==> src/rtl/multicycle_control_pkg.sv <==
// Shared definitions for the multicycle RISC-V control unit: state encoding,
// opcode constants, datapath select codes and the per-state control word.
package riscv_ctrl_pkg;

  typedef enum logic [3:0] {
    S_FETCH    = 4'd0,
    S_DECODE   = 4'd1,
    S_MEMADR   = 4'd2,
    S_MEMREAD  = 4'd3,
    S_MEMWB    = 4'd4,
    S_MEMWRITE = 4'd5,
    S_EXECR    = 4'd6,
    S_EXECI    = 4'd7,
    S_ALUWB    = 4'd8,
    S_BRANCH   = 4'd9,
    S_JALADR   = 4'd10,
    S_JUMP     = 4'd11,
    S_UEXEC    = 4'd12,
    S_TRAP     = 4'd13
  } state_t;

  // Opcodes
  localparam logic [6:0] OP_LOAD   = 7'b0000011;
  localparam logic [6:0] OP_STORE  = 7'b0100011;
  localparam logic [6:0] OP_RTYPE  = 7'b0110011;
  localparam logic [6:0] OP_ITYPE  = 7'b0010011;
  localparam logic [6:0] OP_BRANCH = 7'b1100011;
  localparam logic [6:0] OP_JAL    = 7'b1101111;
  localparam logic [6:0] OP_JALR   = 7'b1100111;
  localparam logic [6:0] OP_LUI    = 7'b0110111;
  localparam logic [6:0] OP_AUIPC  = 7'b0010111;

  // result_src codes
  localparam logic [1:0] RES_ALUOUT    = 2'b00;
  localparam logic [1:0] RES_DATA      = 2'b01;
  localparam logic [1:0] RES_ALURESULT = 2'b10;

  // alu_src_a codes
  localparam logic [1:0] SRCA_PC    = 2'b00;
  localparam logic [1:0] SRCA_OLDPC = 2'b01;
  localparam logic [1:0] SRCA_RS1   = 2'b10;
  localparam logic [1:0] SRCA_ZERO  = 2'b11;

  // alu_src_b codes
  localparam logic [1:0] SRCB_RS2  = 2'b00;
  localparam logic [1:0] SRCB_IMM  = 2'b01;
  localparam logic [1:0] SRCB_FOUR = 2'b10;

  // alu_op codes
  localparam logic [1:0] ALU_ADD    = 2'b00;
  localparam logic [1:0] ALU_BRANCH = 2'b01;
  localparam logic [1:0] ALU_RTYPE  = 2'b10;
  localparam logic [1:0] ALU_ITYPE  = 2'b11;

  // imm_src codes
  localparam logic [2:0] IMM_I = 3'b000;
  localparam logic [2:0] IMM_S = 3'b001;
  localparam logic [2:0] IMM_B = 3'b010;
  localparam logic [2:0] IMM_J = 3'b011;
  localparam logic [2:0] IMM_U = 3'b100;

  typedef enum logic [3:0] {
    CLS_LOAD,
    CLS_STORE,
    CLS_RTYPE,
    CLS_ITYPE,
    CLS_BRANCH,
    CLS_JAL,
    CLS_JALR,
    CLS_UPPER,
    CLS_ILLEGAL
  } op_class_t;

  // Moore part of the control outputs. fetch/branch mark the two states whose
  // pc_write/ir_write are additionally gated by live inputs.
  typedef struct packed {
    logic       fetch;
    logic       branch;
    logic       pc_write;
    logic       adr_src;
    logic       mem_read;
    logic       mem_write;
    logic       reg_write;
    logic       illegal;
    logic [1:0] result_src;
    logic [1:0] alu_src_a;
    logic [1:0] alu_src_b;
    logic [1:0] alu_op;
  } ctrl_word_t;

  // Control word for a given state; op_b5 distinguishes lui (1) from auipc (0).
  function automatic ctrl_word_t ctrl_decode(state_t s, logic op_b5);
    ctrl_word_t c;
    c = '0;
    case (s)
      S_FETCH: begin
        c.fetch      = 1'b1;
        c.mem_read   = 1'b1;
        c.alu_src_a  = SRCA_PC;
        c.alu_src_b  = SRCB_FOUR;
        c.alu_op     = ALU_ADD;
        c.result_src = RES_ALURESULT;
      end
      S_DECODE: begin
        c.alu_src_a = SRCA_OLDPC;
        c.alu_src_b = SRCB_IMM;
        c.alu_op    = ALU_ADD;
      end
      S_MEMADR: begin
        c.alu_src_a = SRCA_RS1;
        c.alu_src_b = SRCB_IMM;
        c.alu_op    = ALU_ADD;
      end
      S_MEMREAD: begin
        c.adr_src    = 1'b1;
        c.mem_read   = 1'b1;
        c.result_src = RES_ALUOUT;
      end
      S_MEMWB: begin
        c.result_src = RES_DATA;
        c.reg_write  = 1'b1;
      end
      S_MEMWRITE: begin
        c.adr_src    = 1'b1;
        c.mem_write  = 1'b1;
        c.result_src = RES_ALUOUT;
      end
      S_EXECR: begin
        c.alu_src_a = SRCA_RS1;
        c.alu_src_b = SRCB_RS2;
        c.alu_op    = ALU_RTYPE;
      end
      S_EXECI: begin
        c.alu_src_a = SRCA_RS1;
        c.alu_src_b = SRCB_IMM;
        c.alu_op    = ALU_ITYPE;
      end
      S_ALUWB: begin
        c.result_src = RES_ALUOUT;
        c.reg_write  = 1'b1;
      end
      S_BRANCH: begin
        c.branch     = 1'b1;
        c.alu_src_a  = SRCA_RS1;
        c.alu_src_b  = SRCB_RS2;
        c.alu_op     = ALU_BRANCH;
        c.result_src = RES_ALUOUT;
      end
      S_JALADR: begin
        c.alu_src_a = SRCA_RS1;
        c.alu_src_b = SRCB_IMM;
        c.alu_op    = ALU_ADD;
      end
      S_JUMP: begin
        c.result_src = RES_ALUOUT;
        c.pc_write   = 1'b1;
        c.alu_src_a  = SRCA_OLDPC;
        c.alu_src_b  = SRCB_FOUR;
        c.alu_op     = ALU_ADD;
      end
      S_UEXEC: begin
        c.alu_src_a = op_b5 ? SRCA_ZERO : SRCA_OLDPC;
        c.alu_src_b = SRCB_IMM;
        c.alu_op    = ALU_ADD;
      end
      S_TRAP: begin
        c.illegal = 1'b1;
      end
      default: c = '0;
    endcase
    return c;
  endfunction

endpackage

==> src/rtl/multicycle_control_if.sv <==
// Bundle of the instruction/handshake inputs and control outputs of the
// multicycle control unit. slave = control unit, master = datapath side.
interface multicycle_control_if;
  logic [6:0] op;
  logic [2:0] funct3;
  logic       zero;
  logic       mem_ready;

  logic       pc_write;
  logic       adr_src;
  logic       ir_write;
  logic       mem_read;
  logic       mem_write;
  logic       reg_write;
  logic       illegal;
  logic [1:0] result_src;
  logic [1:0] alu_src_a;
  logic [1:0] alu_src_b;
  logic [1:0] alu_op;
  logic [2:0] imm_src;
  logic [3:0] state_o;

  modport slave (
    input  op, funct3, zero, mem_ready,
    output pc_write, adr_src, ir_write, mem_read, mem_write, reg_write,
           illegal, result_src, alu_src_a, alu_src_b, alu_op, imm_src, state_o
  );

  modport master (
    output op, funct3, zero, mem_ready,
    input  pc_write, adr_src, ir_write, mem_read, mem_write, reg_write,
           illegal, result_src, alu_src_a, alu_src_b, alu_op, imm_src, state_o
  );
endinterface

==> src/rtl/multicycle_control_opdec.sv <==
// Opcode decoder: instruction class for the FSM and immediate format for the
// immediate generator. Disabled instruction groups decode as illegal.
module ctrl_opdec
  import riscv_ctrl_pkg::*;
#(
  parameter int unsigned EN_JUMP  = 1,
  parameter int unsigned EN_UPPER = 1
) (
  input  logic [6:0] op,
  output op_class_t  op_class,
  output logic [2:0] imm_src
);

  // Classify the opcode; the immediate format follows the opcode alone.
  always_comb begin
    op_class = CLS_ILLEGAL;
    imm_src  = IMM_I;
    case (op)
      OP_LOAD: begin
        op_class = CLS_LOAD;
        imm_src  = IMM_I;
      end
      OP_STORE: begin
        op_class = CLS_STORE;
        imm_src  = IMM_S;
      end
      OP_RTYPE: begin
        op_class = CLS_RTYPE;
      end
      OP_ITYPE: begin
        op_class = CLS_ITYPE;
        imm_src  = IMM_I;
      end
      OP_BRANCH: begin
        op_class = CLS_BRANCH;
        imm_src  = IMM_B;
      end
      OP_JAL: begin
        imm_src = IMM_J;
        if (EN_JUMP != 0) op_class = CLS_JAL;
      end
      OP_JALR: begin
        imm_src = IMM_I;
        if (EN_JUMP != 0) op_class = CLS_JALR;
      end
      OP_LUI, OP_AUIPC: begin
        imm_src = IMM_U;
        if (EN_UPPER != 0) op_class = CLS_UPPER;
      end
      default: begin
        op_class = CLS_ILLEGAL;
        imm_src  = IMM_I;
      end
    endcase
  end

endmodule

==> src/rtl/multicycle_control.sv <==
// Multicycle RISC-V control FSM. Select outputs and the Moore strobes are
// registered from the next state; pc_write/ir_write pick up mem_ready in
// FETCH and the branch outcome in BRANCH, and every strobe is forced low
// while reset is held.
module multicycle_control
  import riscv_ctrl_pkg::*;
#(
  parameter int unsigned EN_JUMP  = 1,
  parameter int unsigned EN_UPPER = 1
) (
  input  logic                  clk,
  input  logic                  rst,
  multicycle_control_if.slave   bus
);

  op_class_t  op_class;
  logic [2:0] imm_src;

  state_t     state_q, state_d;
  ctrl_word_t ctrl_q, ctrl_d;

  ctrl_opdec #(
    .EN_JUMP  (EN_JUMP),
    .EN_UPPER (EN_UPPER)
  ) u_opdec (
    .op       (bus.op),
    .op_class (op_class),
    .imm_src  (imm_src)
  );

  // Next-state selection and the control word of the state being entered.
  always_comb begin
    state_d = state_q;
    case (state_q)
      S_FETCH:    if (bus.mem_ready) state_d = S_DECODE;
      S_DECODE: begin
        case (op_class)
          CLS_LOAD,
          CLS_STORE:  state_d = S_MEMADR;
          CLS_RTYPE:  state_d = S_EXECR;
          CLS_ITYPE:  state_d = S_EXECI;
          CLS_BRANCH: state_d = S_BRANCH;
          CLS_JAL:    state_d = S_JUMP;
          CLS_JALR:   state_d = S_JALADR;
          CLS_UPPER:  state_d = S_UEXEC;
          default:    state_d = S_TRAP;
        endcase
      end
      S_MEMADR:   state_d = bus.op[5] ? S_MEMWRITE : S_MEMREAD;
      S_MEMREAD:  if (bus.mem_ready) state_d = S_MEMWB;
      S_MEMWB:    state_d = S_FETCH;
      S_MEMWRITE: if (bus.mem_ready) state_d = S_FETCH;
      S_EXECR:    state_d = S_ALUWB;
      S_EXECI:    state_d = S_ALUWB;
      S_ALUWB:    state_d = S_FETCH;
      S_BRANCH:   state_d = S_FETCH;
      S_JALADR:   state_d = S_JUMP;
      S_JUMP:     state_d = S_ALUWB;
      S_UEXEC:    state_d = S_ALUWB;
      S_TRAP:     state_d = S_TRAP;
      default:    state_d = S_FETCH;
    endcase
    ctrl_d = ctrl_decode(state_d, bus.op[5]);
  end

  // State register and registered control word; reset lands in FETCH.
  always_ff @(posedge clk) begin
    if (!rst) begin
      state_q <= S_FETCH;
      ctrl_q  <= ctrl_decode(S_FETCH, 1'b0);
    end else begin
      state_q <= state_d;
      ctrl_q  <= ctrl_d;
    end
  end

  assign bus.pc_write   = rst & (ctrl_q.pc_write
                               | (ctrl_q.fetch  & bus.mem_ready)
                               | (ctrl_q.branch & (bus.zero ^ bus.funct3[0])));
  assign bus.ir_write   = rst & ctrl_q.fetch & bus.mem_ready;
  assign bus.mem_read   = rst & ctrl_q.mem_read;
  assign bus.mem_write  = rst & ctrl_q.mem_write;
  assign bus.reg_write  = rst & ctrl_q.reg_write;
  assign bus.illegal    = rst & ctrl_q.illegal;
  assign bus.adr_src    = ctrl_q.adr_src;
  assign bus.result_src = ctrl_q.result_src;
  assign bus.alu_src_a  = ctrl_q.alu_src_a;
  assign bus.alu_src_b  = ctrl_q.alu_src_b;
  assign bus.alu_op     = ctrl_q.alu_op;
  assign bus.imm_src    = imm_src;
  assign bus.state_o    = state_q;

endmodule

==> src/flat_wrapper.sv <==
// flat-port wrapper written by rule: the top's interface ports become plain ports
module multicycle_control_flat import riscv_ctrl_pkg::*;
#(
  parameter int unsigned EN_JUMP  = 1,
  parameter int unsigned EN_UPPER = 1
)
  (clk, rst, bus_op, bus_funct3, bus_zero, bus_mem_ready, bus_pc_write, bus_adr_src, bus_ir_write, bus_mem_read, bus_mem_write, bus_reg_write, bus_illegal, bus_result_src, bus_alu_src_a, bus_alu_src_b, bus_alu_op, bus_imm_src, bus_state_o);
  multicycle_control_if bus_i ();
  input  logic clk;
  input  logic rst;
  input wire logic [$bits(bus_i.op)-1:0] bus_op;
  input wire logic [$bits(bus_i.funct3)-1:0] bus_funct3;
  input wire logic [$bits(bus_i.zero)-1:0] bus_zero;
  input wire logic [$bits(bus_i.mem_ready)-1:0] bus_mem_ready;
  output wire logic [$bits(bus_i.pc_write)-1:0] bus_pc_write;
  output wire logic [$bits(bus_i.adr_src)-1:0] bus_adr_src;
  output wire logic [$bits(bus_i.ir_write)-1:0] bus_ir_write;
  output wire logic [$bits(bus_i.mem_read)-1:0] bus_mem_read;
  output wire logic [$bits(bus_i.mem_write)-1:0] bus_mem_write;
  output wire logic [$bits(bus_i.reg_write)-1:0] bus_reg_write;
  output wire logic [$bits(bus_i.illegal)-1:0] bus_illegal;
  output wire logic [$bits(bus_i.result_src)-1:0] bus_result_src;
  output wire logic [$bits(bus_i.alu_src_a)-1:0] bus_alu_src_a;
  output wire logic [$bits(bus_i.alu_src_b)-1:0] bus_alu_src_b;
  output wire logic [$bits(bus_i.alu_op)-1:0] bus_alu_op;
  output wire logic [$bits(bus_i.imm_src)-1:0] bus_imm_src;
  output wire logic [$bits(bus_i.state_o)-1:0] bus_state_o;
  assign bus_i.op = bus_op;
  assign bus_i.funct3 = bus_funct3;
  assign bus_i.zero = bus_zero;
  assign bus_i.mem_ready = bus_mem_ready;
  assign bus_pc_write = bus_i.pc_write;
  assign bus_adr_src = bus_i.adr_src;
  assign bus_ir_write = bus_i.ir_write;
  assign bus_mem_read = bus_i.mem_read;
  assign bus_mem_write = bus_i.mem_write;
  assign bus_reg_write = bus_i.reg_write;
  assign bus_illegal = bus_i.illegal;
  assign bus_result_src = bus_i.result_src;
  assign bus_alu_src_a = bus_i.alu_src_a;
  assign bus_alu_src_b = bus_i.alu_src_b;
  assign bus_alu_op = bus_i.alu_op;
  assign bus_imm_src = bus_i.imm_src;
  assign bus_state_o = bus_i.state_o;
  multicycle_control #(.EN_JUMP(EN_JUMP), .EN_UPPER(EN_UPPER)) u_core (.clk(clk), .rst(rst), .bus(bus_i));
endmodule
==> config.mk <==
export PLATFORM = sky130hd
export DESIGN_NAME = multicycle_control_flat
export DESIGN_NICKNAME = d
export VERILOG_FILES = /design/src/rtl/multicycle_control_pkg.sv /design/src/rtl/multicycle_control_if.sv /design/src/rtl/multicycle_control_opdec.sv /design/src/rtl/multicycle_control.sv /design/src/flat_wrapper.sv
export SDC_FILE = /design/constraint.sdc
export NUM_CORES = 1
export LEC_CHECK = 0
export ABC_AREA = 1
export BUFFER_PORTS_ARGS = -buffer_cell sky130_fd_sc_hd__buf_2
export CORE_MARGIN = 8
export CORE_UTILIZATION = 54
export CTS_CLUSTER_SIZE = 24
export DETAILED_ROUTE_END_ITERATION = 10
export PLACE_DENSITY = 0.82
export SLEW_MARGIN = 40
export SYNTH_ARGS = -nofsm -noshare
export SYNTH_HDL_FRONTEND = slang
export SYNTH_SLANG_ARGS = --single-unit
==> constraint.sdc <==
create_clock -name clk -period 3.4 [get_ports clk]
set_input_delay 0.17 -clock clk [delete_from_list [all_inputs] [get_ports clk]]
set_output_delay 0.17 -clock clk [all_outputs]
set_load 0.01 [all_outputs]
==> metrics.yaml, run 1 <==
yosys:
  avgSynthCellArea_um2: 6.74
  synth_seq_cells: 19
  synthArstFlopShare_pct: 0
  seq_area_frac_synth_pct: 33.0
  netlist.top_cell.by_area: "dfxtp_1"
  synth_top_area_share_pct: 33.0
  yosys_most_used_dff: "dfxtp_1"
  synth_adder_area_share_pct: 1.09
  synth_area_leaders: "dfxtp_1, nand2_1, nor2_1"
  ys_warn_count: 0
  synth.top_cells.by_count: "nand2_1, nor2_1, inv_1"
  synth_top_family_by_area: "simple AND/OR/NAND/NOR gates"
  synth_compound_area_share_pct: 7.60
  synth_edf_count: 0
  syn_inst: 171
  synthXorXnorAreaFrac_pct: 0.760
  netlist_area_um2: 1150
  synth_cell_types: 27
  yosysMostFrequentCell: "nand2_1"
  syn_nets: 186
  synthMuxAreaShare_pct: 0
  synthSimpleGateAreaFrac_pct: 42.1
outcome:
  status: "complete, no violations"
pwr:
  ir_drop_v: 0.000388
  power_density_nw_per_um2: 418
  power_mw: 0.550
  leakage_nw: 0.738
critical_path:
  path_delay_family: "simple AND/OR/NAND/NOR gates"
  endpoint_kind: "flip-flop"
  critPathBufInv: 4
  worst_ep_arrival_time_ps: 2210
  slowest_stage: "or3_1"
  cp_cell_sequence: "buf_2, inv_1, nand3_1, inv_1, nand2_1, o21ai_0, or3_1, ha_1, inv_1, nand2_1, nand3_1, nand2_2, nor2_1, nand2_1, nor2_1, nor2_1, nor2_1"
  crit_top_cell: "nor2_1"
  crit_path_start_kind: "primary input"
  path_max_fanout: 5
  worstSetupPathType: "in2reg"
  slowest_delay_ps: 360
  crit_required_ps: 3640
drt:
  routed_wl_um: 2530
  drt_iter0_markers: 27
  firstDrtPassIters: 4
  vias_per_cell: 4.96
  drtAntennaViolNets: 0
  via_count: 1121
  post-route-drc-count: 0
  post_drt_wl_per_cell_um: 11.2
final_layout:
  drive_above_1_share_pct: 34.7
  antenna_cells: 0
  syn_to_final_growth_pct: 14.1
  final_cells: 226
  design_area_um2: 1320
  nets: 215
timing:
  setup_tns_ps: 0
  drv_slew: 0
  hold_violations: 0
  whs_ps: 155
  period_share_pct: 57.9
  max-slew-margin-rel_pct: 73.6
  worst_pin_slew_ps: 396
  clock.fmax_mhz: 508
  finClkSkew_ps: 4.11
  period_needed_ps: 1970
  setup_viol: 0
  rsz0062_at_grt: "no"
flow_run:
  drv_cap: 0
floorplan:
  die_w_um: 62.2
  start_util_pct: 58.1
  die-area_um2: 3870
  pin_count: 36
  coreArea_um2: 1980
  fp.dieH_um: 62.2
  row_count: 16
global_routing:
  overflow: 0
  grt_start_max_net_pins: 14
  gr-usage-all-layers_pct: 13.4
  grt_pass1_wl_um: 4570
  antenna_found_initial: 0
  grt_pass1_vias: 1089
placed_design:
  numPortBuffers: 33
  dp_hpwl_um: 2110
  placed_cells: 222
  dpl_cell_area_um2: 1290
  gp_congestion: 0.881
clock_tree:
  cts_tree: "yes"
  clk_latency_ps: 290
  clockBufferDepth: 2
  post_cts_resized: 0
  root_buffer: "clkbuf_4"
  cts_sinks: 19
  path_clk_slew_ps: 100
  htreeDepth: 1
  post_cts_buffers: 0
  numCtsBuffers: 3
  cts_hold_buffers: 0
hold_path:
  min_path_type: "in2reg"
cell usage in the layout, fill, tap and decap left out, types with 4 or more instances in the layout:
master and n:
nand2_1 37, nand2_2 6, inv_2 8, nand3_1 11, a21oi_1 5, inv_1 21, dfxtp_1 19, nor2_1 23
nor3_1 4, nor2_2 5, buf_2 33
state kept, by name, indices dropped and copies added (netlist names):
signal,cells
u_core.bus.result_src,1
u_core.bus.adr_src,1
u_core.bus.alu_op,2
u_core.bus.state_o,4
u_core.bus.alu_src_b,2
u_core.bus.alu_src_a,2
u_core.ctrl_q,7
worst paths after layout:
path                            cells after the start                 endpoint                   from  slack, ps
worst min register to register                      4        u_core.ctrl_q[10]  u_core.bus.state_o[2]        700
worst max-delay path                               17  u_core.bus.alu_src_a[1]              bus_op[4]       1430
worst max register to register                     12  u_core.bus.alu_src_a[1]  u_core.bus.state_o[3]       1630
worst min-delay path                                2        u_core.ctrl_q[15]                    rst        150
metrics by stage:
| step | worst slack, ps | utilization (%) |
|---|---|---|
| finish | 1430 | 66.4 |
| global route | 1210 | 66.4 |
| CTS | 1440 | 66.4 |
| detailed placement | 1130 | 65.0 |
| global placement | 1170 | 65.0 |
| floorplan | 1310 | - |
worst register-to-register path: cells and delay by family, from the launching register on:
kind	cells	cell delay (ps)
flip-flops	1	370
AND/OR/NAND/NOR	10	1070
buffers and inverters	1	80
AO/OA/AOI/OAI	1	150
cell type report:
type,count,area (um^2)
Inverter,30,114
Sequential cell,19,380
Clock inverter,1,5.00
Fill cell,174,667
Clock buffer,3,22.5
Tap cell,27,33.8
Timing Repair Buffer,33,165
Multi-Input combinational cell,113,594
layer usage:
layer,vias to the layer above,GRT usage (%),wire length [um]
li1,584,-,-
met1,488,15.1,1080
met2,45,22.9,1250
met3,4,4.48,184
met4,0,4.37,24
met5,-,0,0
report_power, final:
| group | switching, mW | total (mW) | internal, mW |
|---|---|---|---|
| Sequential | 0.0111 | 0.255 | 0.244 |
| Clock | 0.0657 | 0.109 | 0.0438 |
| Combinational | 0.121 | 0.185 | 0.0639 |
kinds of logic (layout without fill, tap and decap cells):
family                   after synthesis  in the layout
flip-flops                            19             19
adder cells (fa/ha/maj)                1              1
AO/OA/AOI/OAI                         13             13
AND/OR/NAND/NOR                       98             98
buffers and inverters                 39             67
XOR/XNOR                               1              1
No activity file was read; power rests on OpenSTA's default activity.
==> run 2: changes to the inputs <==
- CORE_ASPECT_RATIO: unset -> 0.6
- CORE_UTILIZATION: 54 -> 50
- PLACE_DENSITY: 0.82 -> 0.76
- clock period: 3.4 -> 2 ns (I/O delays scaled with it)
==> metrics.yaml, run 2 (same netlist as run 1, synthesis figures left out) <==
outcome:
  status: "complete, no violations"
drt:
  drtAntennaViolNets: 0
  firstDrtPassIters: 4
  post-route-drc-count: 0
  via_count: 1210
  vias_per_cell: 4.90
  post_drt_wl_per_cell_um: 12.4
  routed_wl_um: 3070
  drt_iter0_markers: 91
final_layout:
  antenna_cells: 0
  drive_above_1_share_pct: 41.5
  largest_reg_flops: 7
  nets: 233
  top_register: "u_core.ctrl_q"
  final_cells: 247
  syn_to_final_growth_pct: 30.1
  most-common-layout-cells: "nand2_1, buf_2, nor2_1"
  layout_commonest_cell: "nand2_1"
global_routing:
  grt_pass1_wl_um: 4790
  grt_pass1_vias: 1077
  grt_start_max_net_pins: 14
  antenna_found_initial: 0
  overflow: 0
  gr-usage-all-layers_pct: 14.3
floorplan:
  fp.dieH_um: 53.2
  row_count: 13
  start_util_pct: 52.9
  pin_count: 36
  die_w_um: 78.0
  die-area_um2: 4150
  coreArea_um2: 2180
clock_tree:
  cts_tree: "yes"
  clockBufferDepth: 2
  clk_latency_ps: 250
  numCtsBuffers: 3
  root_buffer: "clkbuf_8"
  htreeDepth: 1
  cts_hold_buffers: 0
  cts_sinks: 19
  path_clk_slew_ps: 60
critical_path:
  crit_required_ps: 2190
  reg2reg_to: "u_core.bus.alu_src_a[1]"
  timing.rr.start: "u_core.bus.state_o[0]"
  r2r_cells: 10
  crit_path_start_kind: "primary input"
  path_max_fanout: 5
  ff2ff_setup_slack_ps: 210
  worst_ep_arrival_time_ps: 2070
  worstSetupPathType: "in2reg"
  endpoint_kind: "flip-flop"
placed_design:
  gp_congestion: 0.914
  numPortBuffers: 33
  placed_cells: 241
  dp_hpwl_um: 2440
  pre_cts_ws_ps: -187
timing:
  setup_viol: 0
  fin_ws_ps: 119
  rsz0062_at_grt: "yes"
  period_share_pct: 94.1
  worst_pin_slew_ps: 439
  setup_tns_ps: 0
  period_needed_ps: 1880
  clock.fmax_mhz: 532
  drv_slew: 0
  max-slew-margin-rel_pct: 70.7
  hold_violations: 0
  finClkSkew_ps: 2.15
hold_path:
  min_path_type: "in2reg"
  min_to: "u_core.ctrl_q[15]"
  holdPathStages: 2
  min_from: "rst"
pwr:
  ir_drop_v: 0.000548
  power_mw: 1.08
  leakage_nw: 0.833
  power_density_nw_per_um2: 723
flow_run:
  drv_cap: 0
-- run 2: where the power goes --
part	internal (mW)	total (mW)	switching [mW]
Combinational	0.154	0.387	0.233
Sequential	0.415	0.437	0.0217
Clock	0.141	0.260	0.118
-- run 2: through the flow --
step,hold WS [ps],cell area [um^2],util [%]
3_3_place_gp,388,1410,64.8
5_1_grt,138,1500,68.8
3_5_place_dp,386,1410,64.8
2_1_floorplan,183,1150,-
4_1_cts,125,1460,66.8
6_report,133,1500,68.8
-- run 2: area by class of cell --
class	instances	area, um^2
fill	173	681
timing repair buffer	51	300
inverter	30	114
clock buffer	4	45.0
tap	30	37.5
sequential	19	380
multi-input combinational	113	622
-- run 2: worst max path at each step --
stage | from | to | slack, ps | cells after the start
global placement | bus_op[4] | u_core.bus.alu_src_a[1] | -110 | 17
detailed placement | bus_op[4] | u_core.bus.alu_src_a[1] | -190 | 17
CTS | bus_op[4] | u_core.bus.alu_src_a[1] | 60 | 17
finish | bus_op[4] | u_core.bus.alu_src_a[1] | 120 | 17
floorplan | bus_op[1] | u_core.bus.alu_op[0] | 50 | 15
global route | bus_op[4] | u_core.bus.alu_src_a[1] | -30 | 17
-- run 2: what timing repair did --
item | in CTS | in global routing
hold endpoints to repair | 0 | 0
gates resized for setup | 0 | 6
setup buffers | 0 | 2
setup endpoints to repair | 0 | 7
-- run 2: layer usage --
metal / vias to the layer above / GRT usage [%] / wire, um
met5: - / 0 / 0
met4: 0 / 2.74 / 10
met3: 4 / 4.56 / 284
met2: 44 / 23.9 / 1360
met1: 538 / 17.9 / 1420
li1: 624 / - / -
-- run 2: critical path, cell delays in order --
cell,delay (ps)
buf_2,80
inv_1,50
nand3_1,110
inv_1,70
nand2_1,120
o21ai_2,90
or3_1,350
ha_1,290
inv_1,50
nand2_1,40
nand3_1,110
nand2_2,100
nor2_2,150
nand2_2,100
nor2_1,110
nor2_1,60
nor2_1,90
